### config.mk
export PLATFORM = sky130hd
export DESIGN_NAME = tdm_sequencer
export DESIGN_NICKNAME = d
export VERILOG_FILES = /design/src/rtl/tdm_sequencer.sv
export SDC_FILE = /design/constraint.sdc
export NUM_CORES = 1
export LEC_CHECK = 0
export CAP_MARGIN = 20
export CORE_UTILIZATION = 43
export CTS_CLUSTER_DIAMETER = 100
export DETAILED_ROUTE_END_ITERATION = 8
export MAX_ROUTING_LAYER = met4
export PLACE_DENSITY_LB_ADDON = 0.12
export SETUP_SLACK_MARGIN = 0.05
export SLEW_MARGIN = 20
export SYNTH_ARGS = -nofsm -noshare
export SYNTH_HDL_FRONTEND = slang
export SYNTH_SLANG_ARGS = --single-unit
### constraint.sdc
create_clock -name sysclk -period 3.55 [get_ports sysclk]
set_clock_uncertainty 0.05 [all_clocks]
set_input_delay 0.355 -clock sysclk [delete_from_list [all_inputs] [get_ports sysclk]]
set_output_delay 0.355 -clock sysclk [all_outputs]
set_load 0.05 [all_outputs]
### src/rtl/tdm_sequencer.sv
// tdm_sequencer: time-division sequencer cycling NUM_CH channels with
// programmable per-channel slot counts, muxing the owner's word to data_out.
// Ports: sysclk, rst_n (async low), run (sync clear when 0), ch_en,
//   seg_len, ch_data -> data_out, data_valid, ch_sel, seg_count,
//   bit_count, seg_start, frame_start (all registered).
module tdm_sequencer #(
  parameter int NUM_CH = 4,
  parameter int DATA_W = 8,
  parameter int CNT_W = 8,
  parameter int BIT_W = 3,
  parameter bit SKIP_DISABLED = 1'b0,
  localparam int CH_W = (NUM_CH > 1) ? $clog2(NUM_CH) : 1
) (
  input  logic                     sysclk,
  input  logic                     rst_n,
  input  logic                     run,
  input  logic [NUM_CH-1:0]        ch_en,
  input  logic [NUM_CH*CNT_W-1:0]  seg_len,
  input  logic [NUM_CH*DATA_W-1:0] ch_data,
  output logic [DATA_W-1:0]        data_out,
  output logic                     data_valid,
  output logic [CH_W-1:0]          ch_sel,
  output logic [CNT_W-1:0]         seg_count,
  output logic [BIT_W-1:0]         bit_count,
  output logic                     seg_start,
  output logic                     frame_start
);

  logic [CH_W-1:0]   ch_q, ch_d;
  logic [CNT_W-1:0]  cnt_q, cnt_d;
  logic [BIT_W-1:0]  bit_q, bit_d;
  logic              act_q, act_d;

  logic [DATA_W-1:0] dout_q, dout_d;
  logic              dv_q, dv_d;
  logic [CH_W-1:0]   sel_q, sel_d;
  logic [CNT_W-1:0]  scnt_q, scnt_d;
  logic [BIT_W-1:0]  bcnt_q, bcnt_d;
  logic              ss_q, ss_d;
  logic              fs_q, fs_d;

  logic [CH_W-1:0]   first_ch;
  logic [CH_W-1:0]   cur_ch;
  logic [CH_W-1:0]   nxt_ch;
  logic [CNT_W-1:0]  len;
  logic              last;

  always_comb begin
    first_ch = '0;
    if (SKIP_DISABLED) begin
      for (int i = NUM_CH - 1; i >= 0; i--) begin
        if (ch_en[i]) first_ch = CH_W'(i);
      end
    end
  end

  // First run cycle after idle starts from the frame head, which in
  // skip mode is the lowest enabled channel rather than the cleared 0.
  assign cur_ch = act_q ? ch_q : first_ch;
  assign len = seg_len[int'(cur_ch)*CNT_W +: CNT_W];
  // len==0 acts as 1; >= also ends a segment whose length shrank.
  assign last = (len == '0) || (cnt_q >= len - CNT_W'(1));

  always_comb begin
    nxt_ch = cur_ch;
    if (SKIP_DISABLED) begin
      // Descending scan so the nearest enabled successor wins.
      for (int i = NUM_CH; i >= 1; i--) begin
        if (ch_en[(int'(cur_ch) + i) % NUM_CH]) begin
          nxt_ch = CH_W'((int'(cur_ch) + i) % NUM_CH);
        end
      end
    end else if (cur_ch == CH_W'(NUM_CH - 1)) begin
      nxt_ch = '0;
    end else begin
      nxt_ch = cur_ch + 1'b1;
    end
  end

  always_comb begin
    ch_d   = '0;
    cnt_d  = '0;
    bit_d  = '0;
    act_d  = 1'b0;
    dout_d = '0;
    dv_d   = 1'b0;
    sel_d  = '0;
    scnt_d = '0;
    bcnt_d = '0;
    ss_d   = 1'b0;
    fs_d   = 1'b0;
    if (run) begin
      act_d  = 1'b1;
      ch_d   = last ? nxt_ch : cur_ch;
      cnt_d  = last ? '0 : cnt_q + 1'b1;
      bit_d  = bit_q + 1'b1;
      dv_d   = ch_en[cur_ch];
      if (ch_en[cur_ch]) begin
        dout_d = ch_data[int'(cur_ch)*DATA_W +: DATA_W];
      end
      sel_d  = cur_ch;
      scnt_d = cnt_q;
      bcnt_d = bit_q;
      ss_d   = (cnt_q == '0);
      fs_d   = (cnt_q == '0) && (cur_ch == first_ch);
    end
  end

  always_ff @(posedge sysclk or negedge rst_n) begin
    if (!rst_n) begin
      ch_q   <= '0;
      cnt_q  <= '0;
      bit_q  <= '0;
      act_q  <= 1'b0;
      dout_q <= '0;
      dv_q   <= 1'b0;
      sel_q  <= '0;
      scnt_q <= '0;
      bcnt_q <= '0;
      ss_q   <= 1'b0;
      fs_q   <= 1'b0;
    end else begin
      ch_q   <= ch_d;
      cnt_q  <= cnt_d;
      bit_q  <= bit_d;
      act_q  <= act_d;
      dout_q <= dout_d;
      dv_q   <= dv_d;
      sel_q  <= sel_d;
      scnt_q <= scnt_d;
      bcnt_q <= bcnt_d;
      ss_q   <= ss_d;
      fs_q   <= fs_d;
    end
  end

  assign data_out    = dout_q;
  assign data_valid  = dv_q;
  assign ch_sel      = sel_q;
  assign seg_count   = scnt_q;
  assign bit_count   = bcnt_q;
  assign seg_start   = ss_q;
  assign frame_start = fs_q;

endmodule

======== After elaboration in Yosys (flattened, before gate mapping) ========
Cells that the tools add are included.
W data, S select, Z words.
cells by class
  add/subtract/negate cells ............... 4
  $mul .................................... 0
  div/mod/pow operators ................... 0
  order comparisons ....................... 2
  equal/unequal tests ..................... 1
  shift-type cells ........................ 2
  muxes and demuxes ....................... 18
  bitwise operators ....................... 0
  reduce and logical (&&, ||, !) cells .... 5
operators with widths
  cell                   count
  $shiftx A32 B6 Y8      2
  $mux W8                5
  $logic_not A8 Y1       2
  $mux W2                5
  $add A8 B1 Y8 const B  1
  $ge A8 B8 Y1           1
  $sub A8 B1 Y8 const B  1
  $mux W3                2
  $mux W1                5
  $add A3 B1 Y3 const B  1
  $lt A2 B3 Y1 const B   1
  $add A2 B1 Y2 const B  1
  $bmux W1 S2            1
  $eq A2 B2 Y1 const B   1
  $logic_not A2 Y1       1
  $logic_and A1 B1 Y1    1
  $logic_or A1 B1 Y1     1
storage, ports and cells
  flip-flop bits (word level) ............. 38
  latch bits .............................. 0
  memory bits (writable) .................. 0
  bits in read-only memories .............. 0
  bits of input ports ..................... 71
  output and inout port bits .............. 24
  logic and storage cells ................. 43
  memories kept ........................... 0

======== Depth between registers and ports, before layout ========
  word-level depth ........................ 7
  gate-level depth with buffers ........... 13
  depth with buffers taken out ............ 12

======== Worst setup path after synthesis ========
Ideal clock, no wire load.
  path kind ............................... flip-flop to flip-flop
  from .................................... register ch_q[0]
  to ...................................... register ch_q[0]
  setup time .............................. 0.128 ns
  data arrival time ....................... 2.930 ns
  required time ........................... 3.372 ns
  slack ................................... 0.442 ns
  stages on the path, launching flop included .. 14
  buffers on the path ..................... 1
  clock period less this slack ............ 3.108 ns
  path through ............................ dfrtp_1 -> buf_6 -> mux2i_1 -> a21oi_1 -> a222oi_1 -> and3_1 -> nand3_2 -> xnor2_1 -> ha_1 -> a21oi_1 -> o21ai_0 -> a21oi_1 -> o21ai_1 -> mux2_1
on the way
  cells in the longest elaborated chain, start to end .. 7
  elaborated cells on any way between the ends .. 11
  classes of those cells .................. add/sub (2); order compare (1); eq/ne (1); shift (1); mux (4); reduce/logical (2)
ends and longest elaborated chain
  element                   line  RTL
  start: declaration        29    logic [CH_W-1:0] ch_q, ch_d;
  start signal: assignment  123   ch_q <= ch_d;
  $mux W2 *                 59    assign cur_ch = act_q ? ch_q : first_ch;
  $shiftx A32 B6 Y8         60    assign len = seg_len[int'(cur_ch)*CNT_W +: CNT_W];
  $sub A8 B1 Y8             62    assign last = (len == '0) || (cnt_q >= len - CNT_W'(1));
  $ge A8 B8 Y1              62
  $logic_or A1 B1 Y1        62
  $mux W2 *                 94    ch_d = last ? nxt_ch : cur_ch;
  $mux W2 *                 92    if (run) begin
  via ch_d[0]               29
The timed path passes the listed nets; every way through them passes the cells marked *.

======== Worst setup path after layout ========
Same ends and word-level chain as after synthesis.

==> qor.yml <==
status: "finished clean"
worst_ep_arrival_time_ns: 3.37
die_y_um: 75.59
root_buffer: "clkbuf_8"
period_share_pct: 91.44
leakage_uw: 0.001515
end_kind: "flop"
clock_path_buffers: 2
cp_max_fo: 10
hp-class: "in2async"
dpl.hpwl_um: 4248
place_inst: 402
cts_num_sinks: 38
worstSetupPathType: "reg2reg"
wirelength_um: 5407
synth_warnings: 0
synth_area_um2: 2328
synth_edf_count: 0
layout.nets: 425
design_area_um2: 3461
syn_inst: 244
antenna_found_initial: 0
grt_pass1_wl_um: 8714
worstMarginPinSlew_ns: 0.7821
syn2layout_area_growth_pct: 48.63
synth_seq_cells: 38
drive_gt1_share_pct: 8.187
start_util_pct: 45.02
coreArea_um2: 5172
cts.clk_slew.worst_paths_ns: 0.08
power_density_nw_per_um2: 301.6
r2r_end: "ch_q[0]$_DFF_PN0_"
grt_pass1_vias: 1910
portBuffers: 94
r2r.worst_path.cells: 12
hold_violations: 0
synth_flop_cell: "dfrtp_1"
clk_latency_ns: 0.29
die_x_um: 75.59
grt_max_degree: 39
gp_congestion: 0.9113
ys_seq_area_share_pct: 40.84
maxSlewViolCount: 0
cts_tree: "done"
synth_cell_types: 40
rr_startpoint: "ch_q[0]$_DFF_PN0_"
syn_area_per_cell_um2: 9.543
worstPathRequired_ns: 3.67
fillers: 415
final_cells: 412
fin_crit_ns: 3.246
reg2reg_slack_ns: 0.30
setup_tns_ns: 0
pin_count: 95
grt_overflow: 0
setup_violations: 0
dr.pass1.iters: 5
cts_buffers: 5
ant_nets: 0
rsz0062_at_grt: "no"
vdd_ir_drop_max_uv: 163.0
synthArstFlopShare_pct: 100.0
wire_per_inst_um: 13.12
slew-limit-headroom_pct: 47.86
drtIter0Drc: 66
regArea_um2: 954.7
post_dp_cell_area_um2: 3346
htreeDepth: 2
row_count: 26
max_freq_mhz: 308.1
grtUsageTotal_pct: 20.98
viasPerCell: 5.112
drc: 0
vias: 2106
cp-start-kind: "flop"
antenna_cells: 0
p_total_uw: 1044
multi_input_area_um2: 1294
die-area_um2: 5713
maxCapViolCount: 0
synthesis.nets: 328
## cells in the final DEF (no fill, tap or decap), types with 6 or more instances in the layout
cell type	instances
and2_1	16
dfrtp_1	35
a21oi_1	13
mux2i_1	18
and3_1	11
nor2_1	23
o21ai_0	6
xor2_1	7
nand2_1	15
ha_1	13
buf_4	8
nand3_1	8
inv_1	7
clkbuf_8	6
a211oi_1	16
clkdlybuf4s50_1	93
## stage by stage
stage	util, %	hold WS [ns]	worst slack [ns]
2_1_floorplan	-	0.009409	0.4422
3_3_place_gp	64.68	0.3942	0.2331
3_5_place_dp	64.68	0.4229	0.1020
4_1_cts	66.45	0.1292	0.1821
5_1_grt	66.91	0.1670	0.05409
6_report	66.91	0.09849	0.3039
## cell usage after synthesis (all sizes together), types with 7 or more instances
cell	instances	area share, %
inv	7	1.1
nand3	9	2.1
o21ai	9	1.9
nand2	16	2.7
nor2	23	3.7
mux2i	18	7.7
dfrtp	38	41
clkbuf	7	1.1
and3	12	3.2
and2	16	4.3
xor2	7	2.6
ha	13	7.0
a211oi	16	5.2
a21oi	13	2.8
## how the worst max path moves through the flow
stage | from | to | slack [ns]
after global routing | ch_q[0]$_DFF_PN0_ | ch_q[0]$_DFF_PN0_ | 0.05
final | ch_q[0]$_DFF_PN0_ | ch_q[0]$_DFF_PN0_ | 0.30
after global placement | seg_len[10] | ch_q[0]$_DFF_PN0_ | 0.23
after floorplan | ch_q[0]$_DFF_PN0_ | ch_q[0]$_DFF_PN0_ | 0.44
after CTS | ch_q[0]$_DFF_PN0_ | ch_q[0]$_DFF_PN0_ | 0.18
after detailed placement | seg_len[10] | ch_q[0]$_DFF_PN0_ | 0.10
## per-layer routing
| layer | GRT usage, % | share of wire, % | up-vias |
|---|---|---|---|
| met4 | 8.230 | 1.8 | 0 |
| met2 | 35.91 | 52 | 71 |
| met1 | 24.71 | 42 | 963 |
| met3 | 3.307 | 3.9 | 10 |
| li1 | - | - | 1062 |
| met5 | - | 0 | - |
## sequential cells by signal, indices dropped and copies added, names as in the netlist, 2 cells and up
signal / flops
cnt_q: 8
data_out: 8
seg_count: 8
bit_count: 3
bit_q: 3
ch_q: 2
ch_sel: 2
## report_power, final
part / switching [uW] / leakage, uW / internal (uW) / total (uW)
clock network: 139 / 0.0000482 / 156 / 295
logic: 136 / 0.000957 / 146 / 282
registers: 13.8 / 0.000509 / 453 / 466
## worst max-delay path, stage by stage, from the launching register on
cell	delay, ns
dfrtp_2	0.49
mux2i_1	0.24
a21oi_1	0.11
a222oi_1	0.46
and3_2	0.32
nand3_2	0.09
xnor2_1	0.19
ha_1	0.27
a21oi_1	0.14
o21ai_0	0.10
a21oi_1	0.18
o21ai_1	0.14
mux2_1	0.33
## repair_timing
item | 4_1_cts | 5_1_grt
gates resized for setup | 0 | 5
setup endpoints to repair | 0 | 10
hold buffers | 0 | 0
setup buffers | 0 | 2
## logic make-up (layout without fill, tap and decap cells)
kind of cell / count (synthesis) / in the layout / synth area share, %
AO/OA/AOI/OAI: 52 / 52 / 14.78
adder cells (fa/ha/maj): 13 / 13 / 6.986
AND/OR/NAND/NOR: 88 / 88 / 19.83
buffers and inverters: 20 / 118 / 3.654
multiplexers: 23 / 23 / 10.16
XOR/XNOR: 10 / 10 / 3.762
flip-flops: 38 / 38 / 40.84
## cell type report
cell class              instances  area share, %
multi-input cells             186          37.38
repair buffers                103          29.10
flip-flops and latches         38          27.58
well taps                      70          2.531
clock buffers                   7          2.495
inverters                       7         0.7592
clock inverters                 1         0.1446
Note: power is estimated with default switching activity, not from simulation.
